## config.mk

```make
export PLATFORM = sky130hd
export DESIGN_NAME = fetcher
export DESIGN_NICKNAME = d
export VERILOG_FILES = /design/src/rtl/fetcher.sv
export SDC_FILE = /design/constraint.sdc
export NUM_CORES = 1
export LEC_CHECK = 0
export ABC_CLOCK_PERIOD_IN_PS = 20500
export CORE_UTILIZATION = 25
export CTS_CLUSTER_DIAMETER = 150
export CTS_CLUSTER_SIZE = 10
export DETAILED_ROUTE_END_ITERATION = 10
export GPL_TIMING_DRIVEN = 0
export PLACE_DENSITY = 0.49
export SLEW_MARGIN = 20
export SYNTH_ARGS = -nofsm -noshare
export SYNTH_HDL_FRONTEND = slang
export SYNTH_SLANG_ARGS = --single-unit
```

## constraint.sdc

```tcl
create_clock -name clk -period 20.5 [get_ports clk]
set_input_delay 5.125 -clock clk [delete_from_list [all_inputs] [get_ports clk]]
set_output_delay 5.125 -clock clk [all_outputs]
set_load 0.02 [all_outputs]
```

## src/rtl/fetcher.sv

```systemverilog
// Instruction fetch stage feeding decode.
//
// Issues one 32-bit read at a time to the memory controller, predicts the next PC
// statically from the returned instruction, and buffers {inst, pc, taken} in a
// circular instruction queue. The queue head is always presented to decode and is
// consumed on the same edge that decode samples it. A ROB rollback flushes the
// queue, redirects the PC and throws away any response still in flight.
//
// Ports:
//   clk, rst               clock, synchronous active-high reset
//   out_mem_req/addr       registered read request to memory (held until response)
//   in_mem_ready/inst      single-cycle response pulse with the fetched word
//   in_stall               downstream back-pressure
//   out_issue_ena          head entry consumed this cycle (drives decode ena)
//   out_inst/pc/predicted_taken   queue head contents (don't-care when empty)
//   in_rollback/_pc        mispredict flush and corrected PC
module fetcher #(
    parameter int unsigned IQ_DEPTH = 8,
    parameter logic [31:0] RESET_PC = 32'h0
) (
    input  logic        clk,
    input  logic        rst,
    output logic        out_mem_req,
    output logic [31:0] out_mem_addr,
    input  logic        in_mem_ready,
    input  logic [31:0] in_mem_inst,
    input  logic        in_stall,
    output logic        out_issue_ena,
    output logic [31:0] out_inst,
    output logic [31:0] out_pc,
    output logic        out_predicted_taken,
    input  logic        in_rollback,
    input  logic [31:0] in_rollback_pc
);

    localparam int unsigned PtrW = $clog2(IQ_DEPTH);
    localparam int unsigned CntW = PtrW + 1;
    localparam logic [CntW-1:0] CntFull = CntW'(IQ_DEPTH);
    localparam logic [6:0] OpJal    = 7'b1101111;
    localparam logic [6:0] OpBranch = 7'b1100011;

    typedef enum logic [1:0] {StIdle, StWait, StDiscard} state_e;

    state_e state_q, state_d;

    logic [31:0]     pc_q, pc_d;
    logic            mem_req_q, mem_req_d;
    logic [31:0]     mem_addr_q, mem_addr_d;
    logic [PtrW-1:0] head_q, head_d;
    logic [PtrW-1:0] tail_q, tail_d;
    logic [CntW-1:0] count_q, count_d;

    logic [31:0]         iq_inst_q [IQ_DEPTH];
    logic [31:0]         iq_pc_q   [IQ_DEPTH];
    logic [IQ_DEPTH-1:0] iq_taken_q;

    logic        launch, push, pop;
    logic [31:0] j_imm, b_imm;
    logic        pred_taken;
    logic [31:0] pred_next;

    // Static prediction: JAL and backward branches are taken, everything else falls through.
    assign j_imm = {{12{in_mem_inst[31]}}, in_mem_inst[19:12], in_mem_inst[20],
                    in_mem_inst[30:21], 1'b0};
    assign b_imm = {{20{in_mem_inst[31]}}, in_mem_inst[7], in_mem_inst[30:25],
                    in_mem_inst[11:8], 1'b0};

    always_comb begin
        pred_taken = 1'b0;
        pred_next  = pc_q + 32'd4;
        if (in_mem_inst[6:0] == OpJal) begin
            pred_taken = 1'b1;
            pred_next  = pc_q + j_imm;
        end else if (in_mem_inst[6:0] == OpBranch && in_mem_inst[31]) begin
            pred_taken = 1'b1;
            pred_next  = pc_q + b_imm;
        end
    end

    // A request is only launched with a free slot, so the eventual push cannot overflow.
    assign launch = (state_q == StIdle) && !in_rollback && (count_q < CntFull);
    assign push   = (state_q == StWait) && in_mem_ready && !in_rollback;
    assign pop    = out_issue_ena;

    // FSM state register
    always_ff @(posedge clk) begin
        if (rst) begin
            state_q <= StIdle;
        end else begin
            state_q <= state_d;
        end
    end

    // FSM next state
    always_comb begin
        state_d = state_q;
        unique case (state_q)
            StIdle: begin
                if (launch) state_d = StWait;
            end
            StWait: begin
                if (in_mem_ready)     state_d = StIdle;
                else if (in_rollback) state_d = StDiscard;
            end
            StDiscard: begin
                // The stale response still has to be absorbed before a new request.
                if (in_mem_ready) state_d = StIdle;
            end
            default: state_d = StIdle;
        endcase
    end

    // FSM outputs
    always_comb begin
        mem_req_d  = mem_req_q;
        mem_addr_d = mem_addr_q;
        unique case (state_q)
            StIdle: begin
                if (launch) begin
                    mem_req_d  = 1'b1;
                    mem_addr_d = pc_q;
                end
            end
            StWait, StDiscard: begin
                if (in_mem_ready) mem_req_d = 1'b0;
            end
            default: mem_req_d = 1'b0;
        endcase
        out_issue_ena = (count_q != '0) && !in_stall && !in_rollback;
    end

    // Queue pointers and fetch PC
    always_comb begin
        pc_d    = pc_q;
        head_d  = head_q;
        tail_d  = tail_q;
        count_d = count_q;
        if (in_rollback) begin
            pc_d    = in_rollback_pc;
            head_d  = '0;
            tail_d  = '0;
            count_d = '0;
        end else begin
            if (push) begin
                pc_d   = pred_next;
                tail_d = tail_q + PtrW'(1);
            end
            if (pop) head_d = head_q + PtrW'(1);
            case ({push, pop})
                2'b10:   count_d = count_q + CntW'(1);
                2'b01:   count_d = count_q - CntW'(1);
                default: count_d = count_q;
            endcase
        end
    end

    always_ff @(posedge clk) begin
        if (rst) begin
            pc_q       <= RESET_PC;
            mem_req_q  <= 1'b0;
            mem_addr_q <= 32'h0;
            head_q     <= '0;
            tail_q     <= '0;
            count_q    <= '0;
        end else begin
            pc_q       <= pc_d;
            mem_req_q  <= mem_req_d;
            mem_addr_q <= mem_addr_d;
            head_q     <= head_d;
            tail_q     <= tail_d;
            count_q    <= count_d;
        end
    end

    // Queue storage needs no reset; only entries between head and tail are ever read.
    always_ff @(posedge clk) begin
        if (!rst && push) begin
            iq_inst_q[tail_q]  <= in_mem_inst;
            iq_pc_q[tail_q]    <= pc_q;
            iq_taken_q[tail_q] <= pred_taken;
        end
    end

    assign out_mem_req         = mem_req_q;
    assign out_mem_addr        = mem_addr_q;
    assign out_inst            = iq_inst_q[head_q];
    assign out_pc              = iq_pc_q[head_q];
    assign out_predicted_taken = iq_taken_q[head_q];

endmodule
```

### Word-level counts from Yosys, hierarchy flattened

Memories as Yosys holds them, arrays and structs flattened. A register that Yosys moved wholly into a read port is not among the register bits.
Index checks and enable logic that the tools add are counted.

| storage, ports and cells | value |
|---|---|
| flip-flop bits (word level) | 85 |
| memory bits (writable) | 512 |
| bits of input ports | 69 |
| output and inout port bits | 99 |
| word-level logic and storage cells | 78 |
| memories kept | 2 |

Memories:

| name | words | width | rd ports | clocked after memory_dff | write ports | RTL line | text |
|---|---|---|---|---|---|---|---|
| iq_inst_q | 8 | 32 | 1 | 1 | 1 | 53 | `logic [31:0] iq_inst_q [IQ_DEPTH];` |
| iq_pc_q | 8 | 32 | 1 | 1 | 1 | 54 | `logic [31:0] iq_pc_q [IQ_DEPTH];` |

| operators by class | value |
|---|---|
| $add $sub $neg | 7 |
| order comparisons | 4 |
| eq/ne operators | 10 |
| muxes and demuxes | 26 |
| reductions and logical operators | 21 |

Operator list:

| cell | number |
|---|---|
| 32-bit two-way mux | 4 |
| 32-bit adder | 2 |
| 32-bit by 3-bit adder with 32-bit output (second input constant) | 1 |
| 7-bit == test (second input constant) | 2 |
| 3-bit two-way mux | 4 |
| 1-bit logical AND | 9 |
| 8-bit bitwise mux | 1 |
| 3-bit by 4-bit less-than comparator with 1-bit output (second input constant) | 2 |
| 1-bit two-way mux | 8 |
| 2-bit two-way mux | 4 |
| 4-bit case mux with 2 select lines | 1 |
| 3-bit by 1-bit adder with 3-bit output (second input constant) | 2 |
| 2-bit inequality test (second input constant) | 3 |
| 2-bit case mux with 3 select lines | 1 |
| 4-bit by 1-bit adder with 4-bit output (second input constant) | 1 |
| 2-bit by 1-bit == test with 1-bit output (second input constant) | 2 |
| 2-bit == test (second input constant) | 2 |
| 4-bit less-than comparator (second input constant) | 1 |
| 2-bit AND reduction | 2 |
| 2-bit nonzero test | 2 |
| 4-bit nonzero test | 1 |
| 2-bit OR reduction | 2 |
| 4-bit by 1-bit subtractor with 4-bit output (second input constant) | 1 |
| 1-bit binary-select mux with 3-bit select | 1 |
| other kinds (7) | 9 |

### Depth between registers and ports, before layout

| depth | value |
|---|---|
| word-level depth | 6 |
| gate-level depth with buffers | 12 |
| mapped depth without buffers | 12 |

### Least setup slack after synthesis

Ideal clock, no wire load.

| path | value |
|---|---|
| path kind | in2reg |
| start | in in_mem_ready |
| end | mem iq_inst_q[0][0], enable pin |
| library setup time | 0.648 ns |
| data arrival time | 11.873 ns |
| required time | 19.852 ns |
| setup slack | 7.979 ns |
| stages | 5 |
| path buffers | 2 |
| cells stage by stage | and2_1 clkbuf_1 clkbuf_8 nand2_1 nor4_1 |

| between the ends | value |
|---|---|
| cells in the longest elaborated chain, start to end | 5 |

RTL lines:

| element | RTL line | text |
|---|---|---|
| start, declared | 25 | `input logic in_mem_ready,` |
| 1-bit logical AND (2 in a row) | 82 | `assign push = (state_q == StWait) && in_mem_ready && !in_rollback;` |
| 1-bit logical AND | 177 | `if (!rst && push) begin` |
| 1-bit two-way mux | 177 |  |
| 1-bit two-way mux (not written as such) | 178 | `iq_inst_q[tail_q] <= in_mem_inst;` |
| end, declared | 53 |  |

No other way between the ends.

### Worst setup path in the final report

| path | value |
|---|---|
| start | in in_rollback |
| end | out out_issue_ena |

| between the ends | value |
|---|---|
| cells in the longest elaborated chain, start to end | 2 |

RTL lines:

| element | RTL line | text |
|---|---|---|
| start, declared | 32 | `input logic in_rollback,` |
| 1-bit logical NOT | 129 | `out_issue_ena = (count_q != '0) && !in_stall && !in_rollback;` |
| 1-bit logical AND | 129 |  |
| end, declared | 28 | `output logic out_issue_ena,` |

No other way between the ends.

==> metrics.yaml <==
status: "finished, violations left"
violations: "design-rule violations"
grt_usage_pct: 15.6
yosys.area_share.simple_pct: 6.41
cts_buffer_depth: 3
syn-cell-area_sq_um: 26700
place_inst: 3371
grt_max_degree: 33
numPortBuffers: 167
ys_async_sr_fraction_pct: 0
cpMaxStageDelayCell: "clkdlybuf4s50_1"
path_clk_slew_ns: 0.05
num_vias: 16952
maxSlewViolCount: 0
wl_met3_um: 5590
ios: 168
ys_seq_elements: 600
clock_latency_ns: 0.61
drive_gt1_share_pct: 19.8
drc: 22
finalWorstSetupSlack_ns: 8.03
routedWlPerCell_um: 24.3
drv_cap: 0
tightestPinTransition_ns: 1.06
muxShareOfSynthArea_pct: 14.0
synthAdderAreaFrac_pct: 2.66
hold_ws_ns: 0.468
cts_hold_buf: 0
max_freq_mhz: 80.2
routedLengthMet1_um: 38800
die_h_um: 329
skew_ns: 0.0271
place.gp.congestion: 0.886
synthesis.nets: 1863
post_cts_resized: 0
ys.flop_type: "edfxtp_1"
critPathArrivalTime_ns: 7.35
cts.sinks: 600
yosysUniqueCellTypes: 92
tritoncts: "done"
die_width_um: 329
routed_wirelength_um: 84700
coreArea_sq_um: 106000
grt_pass1_vias: 17050
worstPathMaxFanout: 10
crit_type: "primary input to primary output"
yosys.area.top_type: "edfxtp_1"
start_util_pct: 25.3
syn_to_final_growth_pct: 23.4
required_ns: 15.38
setup_viol: 0
top_layer_used: "met5"
syn-instance-count: 1739
yosys_warnings: 0
firstDrtPassIters: 8
power.leakage_nw: 10.6
hp-class: "flop to flop"
overflow: 0
worst_setup_path_start_kind: "primary input"
drtIter0Drc: 1565
timing.final.crit_period_ns: 12.47
slew_headroom_pct: 29.5
grt_pass1_wl_um: 122000
cts_setup_buffers: 0
period_share_pct: 60.9
dieArea_sq_um: 108000
antenna_found_initial: 7
rsz0062_at_grt: "no"
synth_top_area_share_pct: 58.4
cp_common_cell: "clkdlybuf4s50_1"
rows: 119
cts_buffers: 69
synth_compound_area_share_pct: 8.56
dp_hpwl_um: 62200
hold_viol: 0
yosysSeqAreaShare_pct: 64.4
htree_levels: 3
finalNonFillerCells: 3485
synth_top_family_by_area: "multiplexers"
syn_avg_cell_area_sq_um: 15.4
ant_nets: 0
yosys-top-cells-area: "edfxtp_1 58%, mux4_2 11%, dfxtp_1 6.0%"
ir_drop_mv: 0.0509
synth_edf_count: 520
post-route-util_pct: 31.3
cts-root-buf: "clkbuf_16"
fin_nets: 2175
dr_wl_met2_um: 39000
vias_per_cell: 4.86
end_kind: "primary output"
synth-xor-area-share_pct: 1.77
slowest_delay_ns: 0.74
pwr_density_cell_nw_per_um2: 81.5
crit_chain: "clkdlybuf4s50_1, clkbuf_8, nor3_1, clkdlybuf4s50_1"
total_power_mw: 2.69
pre_cts_ws_ns: 8.07
==> critical path, delay by kind of cell <==
family	cells	cell delay [ns]
and+or+nand+nor	1	0.59
buffers and inverters	3	1.63
==> metal layers <==
metal,global-route usage [%],up-vias
li1,-,7529
met1,22.2,8729
met2,24.5,590
met3,2.99,98
met4,3.35,6
met5,0,-
==> cell families (layout without fill, tap and decap cells) <==
kind of cell,count (synthesis),after routing
DFF,600,600
and+or+nand+nor,359,359
AOI/OAI and AO/OA,344,344
muxes,202,202
buffers and inverters,125,475
adders and majority gates,55,55
xor gates and xnor gates,54,54
other,0,5
==> through the flow <==
step	TNS, ns	instance area, sq um
final	0	33000
after global routing	0	33000
after CTS	0	33000
after detailed placement	0	31000
after global placement	-84.73	30100
after floorplan	0	26700
==> power breakdown <==
group          total (mW)  switching, mW  internal (mW)
registers            1.37         0.0283           1.34
clock network        1.12          0.470          0.651
logic               0.201          0.124         0.0771
==> registers in the layout (all words and copies together) (netlist names), named ones only <==
register / cells
iq_inst_q: 256
iq_pc_q: 256
out_mem_addr: 32
pc_q: 32
iq_taken_q: 8
count_q: 4
head_q: 3
tail_q: 3
state_q: 2
out_mem_req: 1
==> cell usage after synthesis (all sizes together), types with 26 or more instances <==
| cell | n |
|---|---|
| ha | 52 |
| dfxtp | 80 |
| nand2 | 140 |
| nor2 | 78 |
| mux2 | 65 |
| a21oi | 112 |
| inv | 33 |
| xnor2 | 33 |
| mux4 | 130 |
| edfxtp | 520 |
| nand3 | 26 |
| o21ai | 72 |
| clkbuf | 67 |
==> worst paths after layout <==
kind	startpoint	end	slack, ns	cells after the start
worst max-delay path	in_rollback	out_issue_ena	8.03	4
worst min-delay path	out_mem_addr[0]$_SDFFE_PP0P_	out_mem_addr[0]$_SDFFE_PP0P_	0.47	2
worst max register to register	state_q[1]$_SDFFE_PP0P_	iq_inst_q[0][19]$_DFFE_PP_	16.53	13
worst min register to register	out_mem_addr[0]$_SDFFE_PP0P_	out_mem_addr[0]$_SDFFE_PP0P_	0.47	2
==> area by class of cell <==
cell class	count	area [sq um]
sequential	600	17200
timing repair buffer	241	2450
tap	1391	1740
clock inverter	3	41.3
multi-input combinational	1014	8970
inverter	33	124
antenna	5	12.5
fill	10373	72600
buffer	92	478
clock buffer	106	1950
==> cell usage in the layout (no fill, tap or decap), types with 6 or more instances in the layout <==
cell,n
nor2b_1,9
a211oi_1,6
xnor2_1,33
mux2_2,65
buf_1,13
nor3_1,19
o21ai_0,70
o211ai_1,14
edfxtp_1,520
mux4_2,130
clkdlybuf4s50_1,166
nand2_1,140
a21oi_1,111
a22oi_1,8
o22ai_1,6
a221oi_1,10
clkbuf_1,88
nand4_1,18
ha_1,52
clkbuf_16,73
buf_12,7
buf_6,21
o21bai_1,8
o21a_1,9
and3_1,9
xor2_1,21
o221ai_1,10
a211o_1,6
nand3_1,25
or3_1,6
a31oi_1,8
nand2b_1,8
a21o_1,21
dfxtp_1,80
mux2i_1,7
nor2_1,74
buf_2,20
buf_4,33
clkbuf_8,10
inv_1,33
(Power assumes the default switching activity.)
